### src/rtl/instr_pair_buffer_if.sv
// Bundle for the fetch-side and issue-side pair handshakes of instr_pair_buffer.
// The master drives fetch pairs, decode ready and flush; the slave is the buffer.
interface instr_pair_buffer_if #(
    parameter int DEPTH = 4,
    parameter int IW    = 32,
    parameter int AW    = 11
);
    localparam int CW = $clog2(DEPTH + 1);

    logic          fetch_valid;
    logic [IW-1:0] fetch_instr1;
    logic [IW-1:0] fetch_instr2;
    logic [AW-1:0] fetch_pc;
    logic          enable_pc;
    logic          issue_valid;
    logic          issue_ready;
    logic [IW-1:0] issue_instr1;
    logic [IW-1:0] issue_instr2;
    logic [AW-1:0] issue_pc;
    logic          flush;
    logic [CW-1:0] count;

    modport master (
        output fetch_valid, fetch_instr1, fetch_instr2, fetch_pc, issue_ready, flush,
        input  enable_pc, issue_valid, issue_instr1, issue_instr2, issue_pc, count
    );

    modport slave (
        input  fetch_valid, fetch_instr1, fetch_instr2, fetch_pc, issue_ready, flush,
        output enable_pc, issue_valid, issue_instr1, issue_instr2, issue_pc, count
    );
endinterface

### src/rtl/instr_pair_buffer.sv
// Small in-order FIFO of instruction pairs between dual-issue fetch and decode.
// Fetch advances only on a capture (enable_pc); flush drops every queued pair.
module instr_pair_buffer #(
    parameter int DEPTH = 4,
    parameter int IW    = 32,
    parameter int AW    = 11
) (
    input  logic                 clk,
    input  logic                 reset,
    instr_pair_buffer_if.slave   bus
);
    localparam int PW = $clog2(DEPTH);
    localparam int CW = $clog2(DEPTH + 1);

    logic [IW-1:0] instr1_q [DEPTH];
    logic [IW-1:0] instr2_q [DEPTH];
    logic [AW-1:0] pc_q     [DEPTH];

    logic [PW-1:0] wp_q, wp_d;
    logic [PW-1:0] rp_q, rp_d;
    logic [CW-1:0] count_q, count_d;

    logic full;
    logic not_empty;
    logic push;
    logic pop;

    assign full      = (count_q == CW'(DEPTH));
    assign not_empty = (count_q != '0);

    // No full pass-through: a pop in the same cycle never frees a slot for fetch.
    assign push = bus.fetch_valid & ~full & ~bus.flush & ~reset;
    assign pop  = not_empty & bus.issue_ready & ~bus.flush;

    always_comb begin
        wp_d    = wp_q;
        rp_d    = rp_q;
        count_d = count_q;
        if (push) wp_d = wp_q + PW'(1);
        if (pop)  rp_d = rp_q + PW'(1);
        case ({push, pop})
            2'b10:   count_d = count_q + CW'(1);
            2'b01:   count_d = count_q - CW'(1);
            default: count_d = count_q;
        endcase
    end

    always_ff @(posedge clk) begin
        if (reset) begin
            wp_q    <= '0;
            rp_q    <= '0;
            count_q <= '0;
            for (int i = 0; i < DEPTH; i++) begin
                instr1_q[i] <= '0;
                instr2_q[i] <= '0;
                pc_q[i]     <= '0;
            end
        end else if (bus.flush) begin
            wp_q    <= '0;
            rp_q    <= '0;
            count_q <= '0;
        end else begin
            wp_q    <= wp_d;
            rp_q    <= rp_d;
            count_q <= count_d;
            if (push) begin
                instr1_q[wp_q] <= bus.fetch_instr1;
                instr2_q[wp_q] <= bus.fetch_instr2;
                pc_q[wp_q]     <= bus.fetch_pc;
            end
        end
    end

    assign bus.enable_pc    = push;
    assign bus.issue_valid  = not_empty;
    assign bus.issue_instr1 = not_empty ? instr1_q[rp_q] : '0;
    assign bus.issue_instr2 = not_empty ? instr2_q[rp_q] : '0;
    assign bus.issue_pc     = not_empty ? pc_q[rp_q]     : '0;
    assign bus.count        = count_q;
endmodule

### src/flat_wrapper.sv
// flat-port wrapper written by rule: the top's interface ports become plain ports
module instr_pair_buffer_flat 
#(
    parameter int DEPTH = 4,
    parameter int IW    = 32,
    parameter int AW    = 11
)
  (clk, reset, bus_fetch_valid, bus_fetch_instr1, bus_fetch_instr2, bus_fetch_pc, bus_issue_ready, bus_flush, bus_enable_pc, bus_issue_valid, bus_issue_instr1, bus_issue_instr2, bus_issue_pc, bus_count);
  instr_pair_buffer_if #(.DEPTH(DEPTH), .IW(IW), .AW(AW)) bus_i ();
  input  logic clk;
  input  logic reset;
  input wire logic [$bits(bus_i.fetch_valid)-1:0] bus_fetch_valid;
  input wire logic [$bits(bus_i.fetch_instr1)-1:0] bus_fetch_instr1;
  input wire logic [$bits(bus_i.fetch_instr2)-1:0] bus_fetch_instr2;
  input wire logic [$bits(bus_i.fetch_pc)-1:0] bus_fetch_pc;
  input wire logic [$bits(bus_i.issue_ready)-1:0] bus_issue_ready;
  input wire logic [$bits(bus_i.flush)-1:0] bus_flush;
  output wire logic [$bits(bus_i.enable_pc)-1:0] bus_enable_pc;
  output wire logic [$bits(bus_i.issue_valid)-1:0] bus_issue_valid;
  output wire logic [$bits(bus_i.issue_instr1)-1:0] bus_issue_instr1;
  output wire logic [$bits(bus_i.issue_instr2)-1:0] bus_issue_instr2;
  output wire logic [$bits(bus_i.issue_pc)-1:0] bus_issue_pc;
  output wire logic [$bits(bus_i.count)-1:0] bus_count;
  assign bus_i.fetch_valid = bus_fetch_valid;
  assign bus_i.fetch_instr1 = bus_fetch_instr1;
  assign bus_i.fetch_instr2 = bus_fetch_instr2;
  assign bus_i.fetch_pc = bus_fetch_pc;
  assign bus_i.issue_ready = bus_issue_ready;
  assign bus_i.flush = bus_flush;
  assign bus_enable_pc = bus_i.enable_pc;
  assign bus_issue_valid = bus_i.issue_valid;
  assign bus_issue_instr1 = bus_i.issue_instr1;
  assign bus_issue_instr2 = bus_i.issue_instr2;
  assign bus_issue_pc = bus_i.issue_pc;
  assign bus_count = bus_i.count;
  instr_pair_buffer #(.DEPTH(DEPTH), .IW(IW), .AW(AW)) u_core (.clk(clk), .reset(reset), .bus(bus_i));
endmodule
### config.mk
export PLATFORM = sky130hd
export DESIGN_NAME = instr_pair_buffer_flat
export DESIGN_NICKNAME = d
export VERILOG_FILES = /design/src/rtl/instr_pair_buffer_if.sv /design/src/rtl/instr_pair_buffer.sv /design/src/flat_wrapper.sv
export SDC_FILE = /design/constraint.sdc
export NUM_CORES = 1
export LEC_CHECK = 0
export CORE_MARGIN = 5
export CORE_UTILIZATION = 50
export CTS_CLUSTER_DIAMETER = 40
export DETAILED_ROUTE_END_ITERATION = 10
export PLACE_DENSITY = 0.72
export SKIP_CTS_REPAIR_TIMING = 1
export SYNTH_ARGS = -nofsm -noshare
export SYNTH_HDL_FRONTEND = slang
export SYNTH_SLANG_ARGS = --single-unit
### constraint.sdc
create_clock -name clk -period 3.22 [get_ports clk]
set_clock_uncertainty 0.05 [all_clocks]
set_input_delay 0.644 -clock clk [delete_from_list [all_inputs] [get_ports clk]]
set_output_delay 0.644 -clock clk [all_outputs]
set_load 0.05 [all_outputs]
==> metrics.txt <==
synth top area cells edfxtp_1 65%, and2_1 17%, mux4_2 12%, dfxtp_1 1.3%, clkbuf_1 0.81%; power density over the cells 555 nW/um2; Root Buffer clkbuf_16; CP Data Arrival Time 2.38 ns; final setup violation count 0; global-route wire length before repair 46,100 um; status completed; final-stage net count 1,111; net switching power 1.96 mW; clock-pin slew on the worst setup and hold paths 0.06 ns; Die Wd 176 um; Sw Ratio 20.5%; max-cap violation count 0; Layout fillers 2,023; CP Max Fanout 34; Avg Vias per Cell 5.21; layout cells sized above 1 23.3%; Rel. slew slack 60.0%; initial core utilization 50.2%; Yosys reg bits 309; largest area contributor in the netlist edfxtp_1; worst hold slack 0.487 ns; Via Count 7,477; Seq pwr share 48.7%; Die ar. 31,100 um2; Mapped Area 13,800 um2; Fmax 325 MHz; Final Critical Period 3.08 ns; CTS tree yes; total grt overflow 0; antenna violations before repair 1; kind of critical path reg2out; Worst-Skew Late Latency 0.51 ns; Cells after Synth 859; logic gate share of total power 5.7%; Synth top area share 65.1%; Syn. warnings 0; average size of a mapped cell 16.1 um2; number of global-route vias before repair 8,101; net count after synthesis 941; cts bufs inserted 39; num ports 160; largest net degree at the start of global routing 77; Total Routed Length 29,500 um; worst r2r src u_core.bus.count[0]$_SDFFE_PP0P_; RSZ-0062 raised after global routing no; crit share post-route 95.6%; final RePlAce weighted congestion 0.756; Rows 61; Detail Placement HPWL 17,300 um; Max VDD drop 0.465 mV; DRT Pass-1 Iters 5; gr usage total 19.3%; worst hold path class reg2reg; Final Slew Violations 0; Longest Clk Path Bufs 3; Die Y 176 um; Critical Path RT 2.53 ns; endpoints failing hold 0; clock network power share 45.6%; sequential share of the synthesized area 66.4%; Worst Hold Launch u_core.rp_q[1]$_SDFFE_PP0N_; WL per Instance 20.6 um; core area 27,600 um2; port buffer count 159; fin util 62.3%; leak pwr 6.41 nW; # diodes 0; Area growth, synth to finish 24.0%; residual DRC count 0; critical path endpoint category output pin; Worst setup SP type flop; Slew @ Worst Pin 0.600 ns; DR iter-0 viols 443; post-synth cell types 31; post-route ant nets 0; CTS HTree Levels 2; clock tree sinks 309; Internal Power 7.58 mW
## per-stage QoR
stage / setup TNS [ns] / std cells / area, um2 / setup slack (ns) / power (mW)
final: 0 / 1436 / 17200 / 0.142 / 9.53
after CTS: -0.255 / 1436 / 17200 / -0.0805 / 9.61
after detailed placement: 0 / 1366 / 15800 / 0.262 / 5.28
after floorplan: 0 / 859 / 13800 / 0.166 / 4.98
after global placement: 0 / 1366 / 15800 / 0.266 / 5.26
after global routing: 0 / 1436 / 17200 / 0.00905 / 9.84
## routing by layer
layer / GRT usage, % / share of wire (%)
met1: 24.1 / 41
met2: 34.8 / 52
met3: 4.05 / 5.4
met4: 4.74 / 1.8
met5: 0 / 0.068
## worst paths after layout
kind	to	slack, ns	depth (start not counted)
setup / recovery	bus_issue_instr1[31]	0.14	4
hold / removal	u_core.rp_q[1]$_SDFFE_PP0N_	0.49	2
setup reg to reg	u_core.bus.count[2]$_SDFFE_PP0P_	0.78	10
hold reg to reg	u_core.rp_q[1]$_SDFFE_PP0N_	0.49	2
## logic make-up after synthesis
kind of cell / count (synthesis) / synth area share (%)
adders and majority gates: 2 / 0.235
and+or+nand+nor: 399 / 18.3
DFF: 309 / 66.4
xor gates and xnor gates: 4 / 0.253
buffers and inverters: 62 / 2.21
AOI/OAI and AO/OA: 7 / 0.344
muxes: 76 / 12.3
## placed cells by master, fill, tap and decap left out, types with 4 or more instances in the layout
master | synthesis | layout
and2_1 | 375 | 375
buf_4 | 4 | 84
bufinv_16 | 0 | 5
clkinvlp_4 | 0 | 4
inv_1 | 5 | 5
clkinv_2 | 0 | 6
mux4_2 | 75 | 75
nor2_1 | 9 | 9
dfxtp_1 | 9 | 7
buf_12 | 0 | 14
edfxtp_1 | 300 | 300
clkbuf_16 | 0 | 41
clkdlybuf4s50_1 | 0 | 83
dlymetal6s2s_1 | 0 | 4
xor2_1 | 4 | 4
clkinv_1 | 0 | 6
clkbuf_1 | 30 | 5
## final cells by class
class                           instances  area [um2]  area share (%)
Clock inverter                         24         262            1.52
Multi-Input combinational cell        488        4370            25.4
Clock buffer                           46        1040            6.09
Sequential cell                       309        9200            53.6
Tap cell                              378         473            2.76
Timing Repair Buffer                  186        1800            10.5
Inverter                                5        18.8           0.109
## Yosys cell counts
cell      instances
o311ai_0          1
and2_1          375
clkbuf_2          3
or2_0             1
inv_1             5
o21ai_0           1
nor2_1            9
or3b_4            1
edfxtp_1        300
buf_2            14
nor3b_4           1
or3_1             2
ha_1              1
xor2_1            4
buf_1             1
or2_2             3
buf_6             5
a21oi_1           2
buf_4             4
nand2_1           3
nor4b_4           1
mux2i_1           1
nor2_2            1
dfxtp_1           9
clkbuf_1         30
fa_1              1
o31ai_1           1
nor4_4            2
mux4_2           75
o21bai_1          1
a31o_2            1
## flip-flops by register name, indices dropped and copies added, names as in the netlist, named ones only
register / count
u_core.wp_q: 2
u_core.instr2_q: 128
u_core.rp_q: 2
u_core.bus.count: 3
u_core.instr1_q: 128
u_core.pc_q: 44
## worst max-delay path, stage by stage, from the launching register on
cell	delay, ns
dfxtp_4	0.55
buf_4	0.52
mux4_2	0.37
and2_1	0.21
buf_4	0.20
## power groups by stage
stage / Sequential (mW) / Clock, mW / Combinational, mW
after floorplan: 4.71 / 0 / 0.268
after global placement: 4.72 / 0 / 0.547
after detailed placement: 4.73 / 0 / 0.551
after CTS: 4.64 / 4.42 / 0.553
after global routing: 4.66 / 4.60 / 0.583
final: 4.64 / 4.35 / 0.542
(Power assumes the default switching activity.)
